===== config.mk =====
export PLATFORM = sky130hd
export DESIGN_NAME = dds_multiwave_gen
export DESIGN_NICKNAME = d
export VERILOG_FILES = /design/src/rtl/dds_multiwave_gen.sv
export SDC_FILE = /design/constraint.sdc
export NUM_CORES = 1
export LEC_CHECK = 0
export CAP_MARGIN = 25
export CORE_UTILIZATION = 59
export CTS_CLUSTER_DIAMETER = 30
export DETAILED_ROUTE_END_ITERATION = 10
export PLACE_DENSITY = 0.9
export SLEW_MARGIN = 25
export SYNTH_ARGS = -nofsm -noshare
export SYNTH_HDL_FRONTEND = slang
export SYNTH_SLANG_ARGS = --single-unit

===== constraint.sdc =====
create_clock -name clk -period 6 [get_ports clk]
set_input_delay 1.2 -clock clk [delete_from_list [all_inputs] [get_ports clk]]
set_output_delay 1.2 -clock clk [all_outputs]
set_load 0.02 [all_outputs]

===== src/rtl/dds_multiwave_gen.sv =====
`default_nettype none
// ============================================================================
//  Module      : dds_multiwave_gen
//  Description : Phase-accumulator DDS driving an 8-bit parallel DAC with
//                sine/saw/square/triangle, double-buffered gain/offset/duty.
//  Revision    : 1.0 - initial release
// ============================================================================
module dds_multiwave_gen #(
    parameter int PHASE_W = 32,
    parameter int DAC_W   = 8,
    parameter int LUT_AW  = 8,
    parameter int AMP_W   = 8
) (
    input  logic               clk,
    input  logic               rst_n,
    input  logic               en,
    input  logic               cfg_load,
    input  logic [2:0]         cfg_wave,
    input  logic [PHASE_W-1:0] cfg_freq,
    input  logic [DAC_W-1:0]   cfg_duty,
    input  logic [AMP_W-1:0]   cfg_amp,
    input  logic [DAC_W-1:0]   cfg_offset,
    output logic [LUT_AW-1:0]  rom_addr,
    input  logic [DAC_W-1:0]   rom_q,
    output logic [DAC_W-1:0]   dac_da,
    output logic               dac_clka,
    output logic               dac_wra,
    output logic               dac_mode,
    output logic               dac_sleep,
    output logic               wrap,
    output logic               cfg_pend
);

    localparam logic [2:0]       c_WAVE_SAW = 3'd1;
    localparam logic [2:0]       c_WAVE_SQR = 3'd2;
    localparam logic [2:0]       c_WAVE_TRI = 3'd3;
    localparam logic [DAC_W-1:0] c_DAC_MAX  = '1;

    // Phase accumulator and configuration banks
    logic [PHASE_W-1:0] r_phase;
    logic               r_wrap;
    logic               r_cfg_pend;
    logic [2:0]         r_act_wave,   r_pnd_wave;
    logic [PHASE_W-1:0] r_act_freq,   r_pnd_freq;
    logic [DAC_W-1:0]   r_act_duty,   r_pnd_duty;
    logic [AMP_W-1:0]   r_act_amp,    r_pnd_amp;
    logic [DAC_W-1:0]   r_act_offset, r_pnd_offset;

    // Sample pipeline
    logic               r_s1_vld;
    logic [2:0]         r_s1_wave;
    logic [DAC_W-1:0]   r_s1_calc;
    logic [AMP_W-1:0]   r_s1_amp;
    logic [DAC_W-1:0]   r_s1_off;
    logic               r_s2_vld;
    logic [DAC_W-1:0]   r_s2_scaled;
    logic [DAC_W-1:0]   r_s2_off;
    logic [DAC_W-1:0]   r_dac;
    logic               r_dac_sleep;

    logic [PHASE_W:0]           w_sum;
    logic                       w_carry;
    logic                       w_apply;
    logic [DAC_W-1:0]           w_tap;
    logic [DAC_W-1:0]           w_calc;
    logic                       w_s1_sine;
    logic [DAC_W-1:0]           w_raw;
    logic [AMP_W:0]             w_gain;
    logic [DAC_W+AMP_W:0]       w_prod;
    logic [DAC_W-1:0]           w_scaled;
    logic [DAC_W:0]             w_off_sum;
    logic [DAC_W-1:0]           w_sat;

    assign w_sum   = {1'b0, r_phase} + {1'b0, r_act_freq};
    assign w_carry = en & w_sum[PHASE_W];
    // A zero increment never wraps, so pending settings would otherwise wait forever
    assign w_apply = r_cfg_pend & (w_carry | ~en | (r_act_freq == '0));

    assign w_tap    = r_phase[PHASE_W-1 -: DAC_W];
    assign rom_addr = r_phase[PHASE_W-1 -: LUT_AW];

    always_comb begin
        w_calc = '0;
        case (r_act_wave)
            c_WAVE_SAW: w_calc = w_tap;
            c_WAVE_SQR: w_calc = (w_tap < r_act_duty) ? c_DAC_MAX : '0;
            c_WAVE_TRI: w_calc = w_tap[DAC_W-1] ? ~{w_tap[DAC_W-2:0], 1'b0}
                                                :  {w_tap[DAC_W-2:0], 1'b0};
            default:    w_calc = '0;
        endcase
    end

    assign w_s1_sine = (r_s1_wave == 3'd0) | r_s1_wave[2];
    assign w_raw     = w_s1_sine ? rom_q : r_s1_calc;
    assign w_gain    = {1'b0, r_s1_amp} + {{AMP_W{1'b0}}, 1'b1};
    assign w_prod    = {{(AMP_W+1){1'b0}}, w_raw} * {{DAC_W{1'b0}}, w_gain};
    assign w_scaled  = DAC_W'(w_prod >> AMP_W);

    assign w_off_sum = {1'b0, r_s2_scaled} + {1'b0, r_s2_off};
    assign w_sat     = w_off_sum[DAC_W] ? c_DAC_MAX : w_off_sum[DAC_W-1:0];

    always_ff @(posedge clk or negedge rst_n) begin
        if (!rst_n) begin
            r_phase <= '0;
            r_wrap  <= 1'b0;
        end else if (en) begin
            r_phase <= w_sum[PHASE_W-1:0];
            r_wrap  <= w_sum[PHASE_W];
        end else begin
            r_phase <= '0;
            r_wrap  <= 1'b0;
        end
    end

    always_ff @(posedge clk or negedge rst_n) begin
        if (!rst_n) begin
            r_cfg_pend   <= 1'b0;
            r_pnd_wave   <= '0;
            r_pnd_freq   <= '0;
            r_pnd_duty   <= '0;
            r_pnd_amp    <= '0;
            r_pnd_offset <= '0;
            r_act_wave   <= '0;
            r_act_freq   <= '0;
            r_act_duty   <= '0;
            r_act_amp    <= '0;
            r_act_offset <= '0;
        end else begin
            // A load coinciding with an apply stays pending for the next event
            if (cfg_load) begin
                r_cfg_pend   <= 1'b1;
                r_pnd_wave   <= cfg_wave;
                r_pnd_freq   <= cfg_freq;
                r_pnd_duty   <= cfg_duty;
                r_pnd_amp    <= cfg_amp;
                r_pnd_offset <= cfg_offset;
            end else if (w_apply) begin
                r_cfg_pend   <= 1'b0;
            end
            if (w_apply) begin
                r_act_wave   <= r_pnd_wave;
                r_act_freq   <= r_pnd_freq;
                r_act_duty   <= r_pnd_duty;
                r_act_amp    <= r_pnd_amp;
                r_act_offset <= r_pnd_offset;
            end
        end
    end

    always_ff @(posedge clk or negedge rst_n) begin
        if (!rst_n) begin
            r_s1_vld    <= 1'b0;
            r_s1_wave   <= '0;
            r_s1_calc   <= '0;
            r_s1_amp    <= '0;
            r_s1_off    <= '0;
            r_s2_vld    <= 1'b0;
            r_s2_scaled <= '0;
            r_s2_off    <= '0;
            r_dac       <= '0;
            r_dac_sleep <= 1'b1;
        end else begin
            r_s1_vld    <= en;
            r_s1_wave   <= r_act_wave;
            r_s1_calc   <= w_calc;
            r_s1_amp    <= r_act_amp;
            r_s1_off    <= r_act_offset;
            r_s2_vld    <= en & r_s1_vld;
            r_s2_scaled <= w_scaled;
            r_s2_off    <= r_s1_off;
            r_dac       <= (en & r_s2_vld) ? w_sat : '0;
            r_dac_sleep <= ~en;
        end
    end

    assign dac_da    = r_dac;
    assign dac_sleep = r_dac_sleep;
    assign wrap      = r_wrap;
    assign cfg_pend  = r_cfg_pend;
    assign dac_clka  = ~clk;
    assign dac_wra   = ~clk;
    assign dac_mode  = 1'b1;

endmodule
`default_nettype wire


==> out/metrics.yaml <==
drive_gt1_share_pct: 19.6
rr_worst_depth: 20
die_w_um: 141
synth.area.top_cells: "dfrtp_1 (45%), mux2_2 (11%), ha_1 (8.8%), fa_1 (7.4%), nor2_1 (3.0%)"
drv_slew: 0
dp_hpwl_mm: 16.5
crit_arrival_ps: 6070
startpoint: "rom_q[3]"
grt_overflow_total: 0
reg2reg_from: "r_s1_amp[0]"
place_worst_setup_slack_ps: -41.5
hold_path.class: "flip-flop to flip-flop"
avgViaCountPerCell: 5.65
grt_start_max_net_pins: 206
drc: 0
min_period_ps: 5640
fillers: 1180
rrSetupSlack_ps: 590
ys_seq_elements: 206
ys.flop_type: "dfrtp_1"
via_count: 7943
drtAntennaViolNets: 0
synth_seq_area_share_pct: 45.3
synth_nets: 1194
antenna_found_initial: 0
max_cap_violations: 0
yosys.area.top_type: "dfrtp_1"
reg2reg_to: "r_s2_scaled[5]"
synth_edf_count: 0
min_from: "r_s1_off[4]"
wl_per_cell_um: 17.8
core_area_um2: 18800
run_status: "finished clean"
grt_setup_unrepaired: "no"
period_share_pct: 94.0
hold_buffers: 0
globalplace.congestion: 0.902
clk_latency_ps: 530
dp_cells: 1334
crit_end: "r_s2_scaled[5]"
wirelength_mm: 25.0
hold_slack_ps: 333
maxSlewHeadroom_pct: 39.3
initial_core_util_pct: 60.5
grt_pass1_vias: 8430
io_buffers: 91
yosysTopAreaCellShare_pct: 45.1
diodes: 0
fin_cells: 1406
syn_area_per_cell_um2: 11.4
yosys_warnings: 0
firstDrtPassIters: 5
finClkSkew_ps: 25.7
critPathMaxFanout: 9
max_clock_freq_mhz: 177
rows: 50
required_ps: 6430
grt_pass1_wl_mm: 41.4
cts_resized: 0
synth_area_um2: 11400
clockBufferDepth: 3
final_nets: 1310
die-area_um2: 19900
cts_setup_buffers: 0
yosysMostFrequentCell: "dfrtp_1"
start_kind: "primary input"
cts.clk_slew.worst_paths_ps: 50
drtIter0Drc: 481
die_y_um: 141
path_class: "primary input to flip-flop"
cts-htree-levels: 2
clock-root-buffer: "clkbuf_16"
area_growth_pct: 22.4
netlist_instances: 1001
async_flop_share_pct: 100
worst_pin_slew_ps: 904
cts-buffers-inserted: 39
setup-violations-final: 0
cts_tree: "done"
ys_types: 58
grt_use_total_pct: 26.7
hold_violations: 0
io_pins: 93
setup_slack_ps: 358
synthTopCellsByCount: "dfrtp_1 (205), mux2_2 (108), nor2_1 (91)"
crit_path_end_kind: "flip-flop"
## registers in the layout, indices dropped and copies added (netlist names)
name	count
cfg_pend	1
dac_da	8
dac_sleep	1
r_act_amp	8
r_act_duty	8
r_act_freq	32
r_act_offset	8
r_act_wave	3
r_phase	32
r_pnd_amp	8
r_pnd_duty	8
r_pnd_freq	32
r_pnd_offset	8
r_pnd_wave	3
r_s1_amp	8
r_s1_calc	8
r_s1_off	8
r_s1_vld	1
r_s1_wave	3
r_s2_off	8
r_s2_scaled	8
r_s2_vld	1
wrap	1
## cells by family (layout without fill, tap and decap cells)
family / after synthesis / in the layout / synth area share, %
flops: 206 / 206 / 45.3
other cells: 1 / 1 / 0.0329
xor+xnor: 54 / 54 / 4.15
mux: 123 / 123 / 12.2
fa+ha+maj: 122 / 122 / 16.2
simple gates: 221 / 221 / 8.98
compound gates: 166 / 166 / 9.09
buf+inv: 108 / 253 / 4.10
## final cells by class
cell class / instances / area, um^2 / area share [%]
Clock buffer: 45 / 1040 / 7.47
Timing Repair Buffer: 108 / 1060 / 7.64
Inverter: 71 / 267 / 1.91
Tap cell: 260 / 325 / 2.34
Clock inverter: 29 / 308 / 2.21
Multi-Input combinational cell: 687 / 5770 / 41.4
Sequential cell: 206 / 5160 / 37.0
## per-layer routing
| metal | wire length, um | up-vias | GRT usage, % |
|---|---|---|---|
| met1 | 10100 | 3985 | 32.8 |
| met3 | 1180 | 68 | 4.38 |
| met4 | 815 | 0 | 11.0 |
| met5 | 0 | - | 0 |
| li1 | - | 3666 | - |
| met2 | 12900 | 224 | 47.1 |
## metrics by stage
stage	instance area, um^2	TNS [ps]	util, %
final	13900	0	74.0
after global routing	13900	0	74.0
after CTS	13900	0	73.8
after detailed placement	12600	-81.3	66.8
after global placement	12600	0	66.8
after floorplan	11400	0	-
## placed cells by master, fill, tap and decap left out, types with 4 or more instances in the layout
| cell type | n |
|---|---|
| dfrtp_1 | 205 |
| mux2_2 | 108 |
| nor2_1 | 91 |
| clkdlybuf4s50_1 | 89 |
| ha_1 | 80 |
| inv_1 | 72 |
| a21oi_1 | 54 |
| nand2_1 | 49 |
| o21ai_0 | 43 |
| fa_1 | 42 |
| clkbuf_16 | 39 |
| xnor2_1 | 35 |
| a21o_1 | 26 |
| xor2_1 | 19 |
| buf_4 | 17 |
| or2_2 | 14 |
| mux2i_1 | 11 |
| nand2b_1 | 11 |
| nand3_1 | 10 |
| nor4_1 | 10 |
| nor2b_1 | 8 |
| o21bai_1 | 7 |
| nand4_1 | 7 |
| and3_1 | 7 |
| o22ai_1 | 7 |
| clkinvlp_4 | 7 |
| and2_1 | 5 |
| clkinv_4 | 5 |
| clkinv_2 | 5 |
| nor3_1 | 4 |
| o211ai_1 | 4 |
| a211oi_1 | 4 |
| clkbuf_8 | 4 |
## how the worst min path moves through the flow
stage                        endpoint  slack, ps  cells past startpoint
after detailed placement  r_s2_off[4]        330                      0
after CTS                 r_s2_off[4]        330                      0
after global placement    r_s2_off[1]        330                      0
after floorplan           r_s2_off[0]        330                      0
final                     r_s2_off[4]        330                      0
after global routing      r_s2_off[4]        340                      0
## critical path: stages
cell and delay, ps:
clkdlybuf4s50_1 460, mux2i_1 70, buf_4 170, or2_2 310
fa_1 470, fa_1 490, inv_1 50, fa_1 530
inv_1 50, fa_1 530, inv_1 40, ha_1 300
nand2_1 60, o21ai_0 160, a41oi_1 70, buf_4 170
a21oi_1 340, a21oi_1 200, o21bai_1 220, xor2_1 190
Power is not shown: default switching activity piles up to over one toggle a cycle in this logic, so the estimate is an artifact.
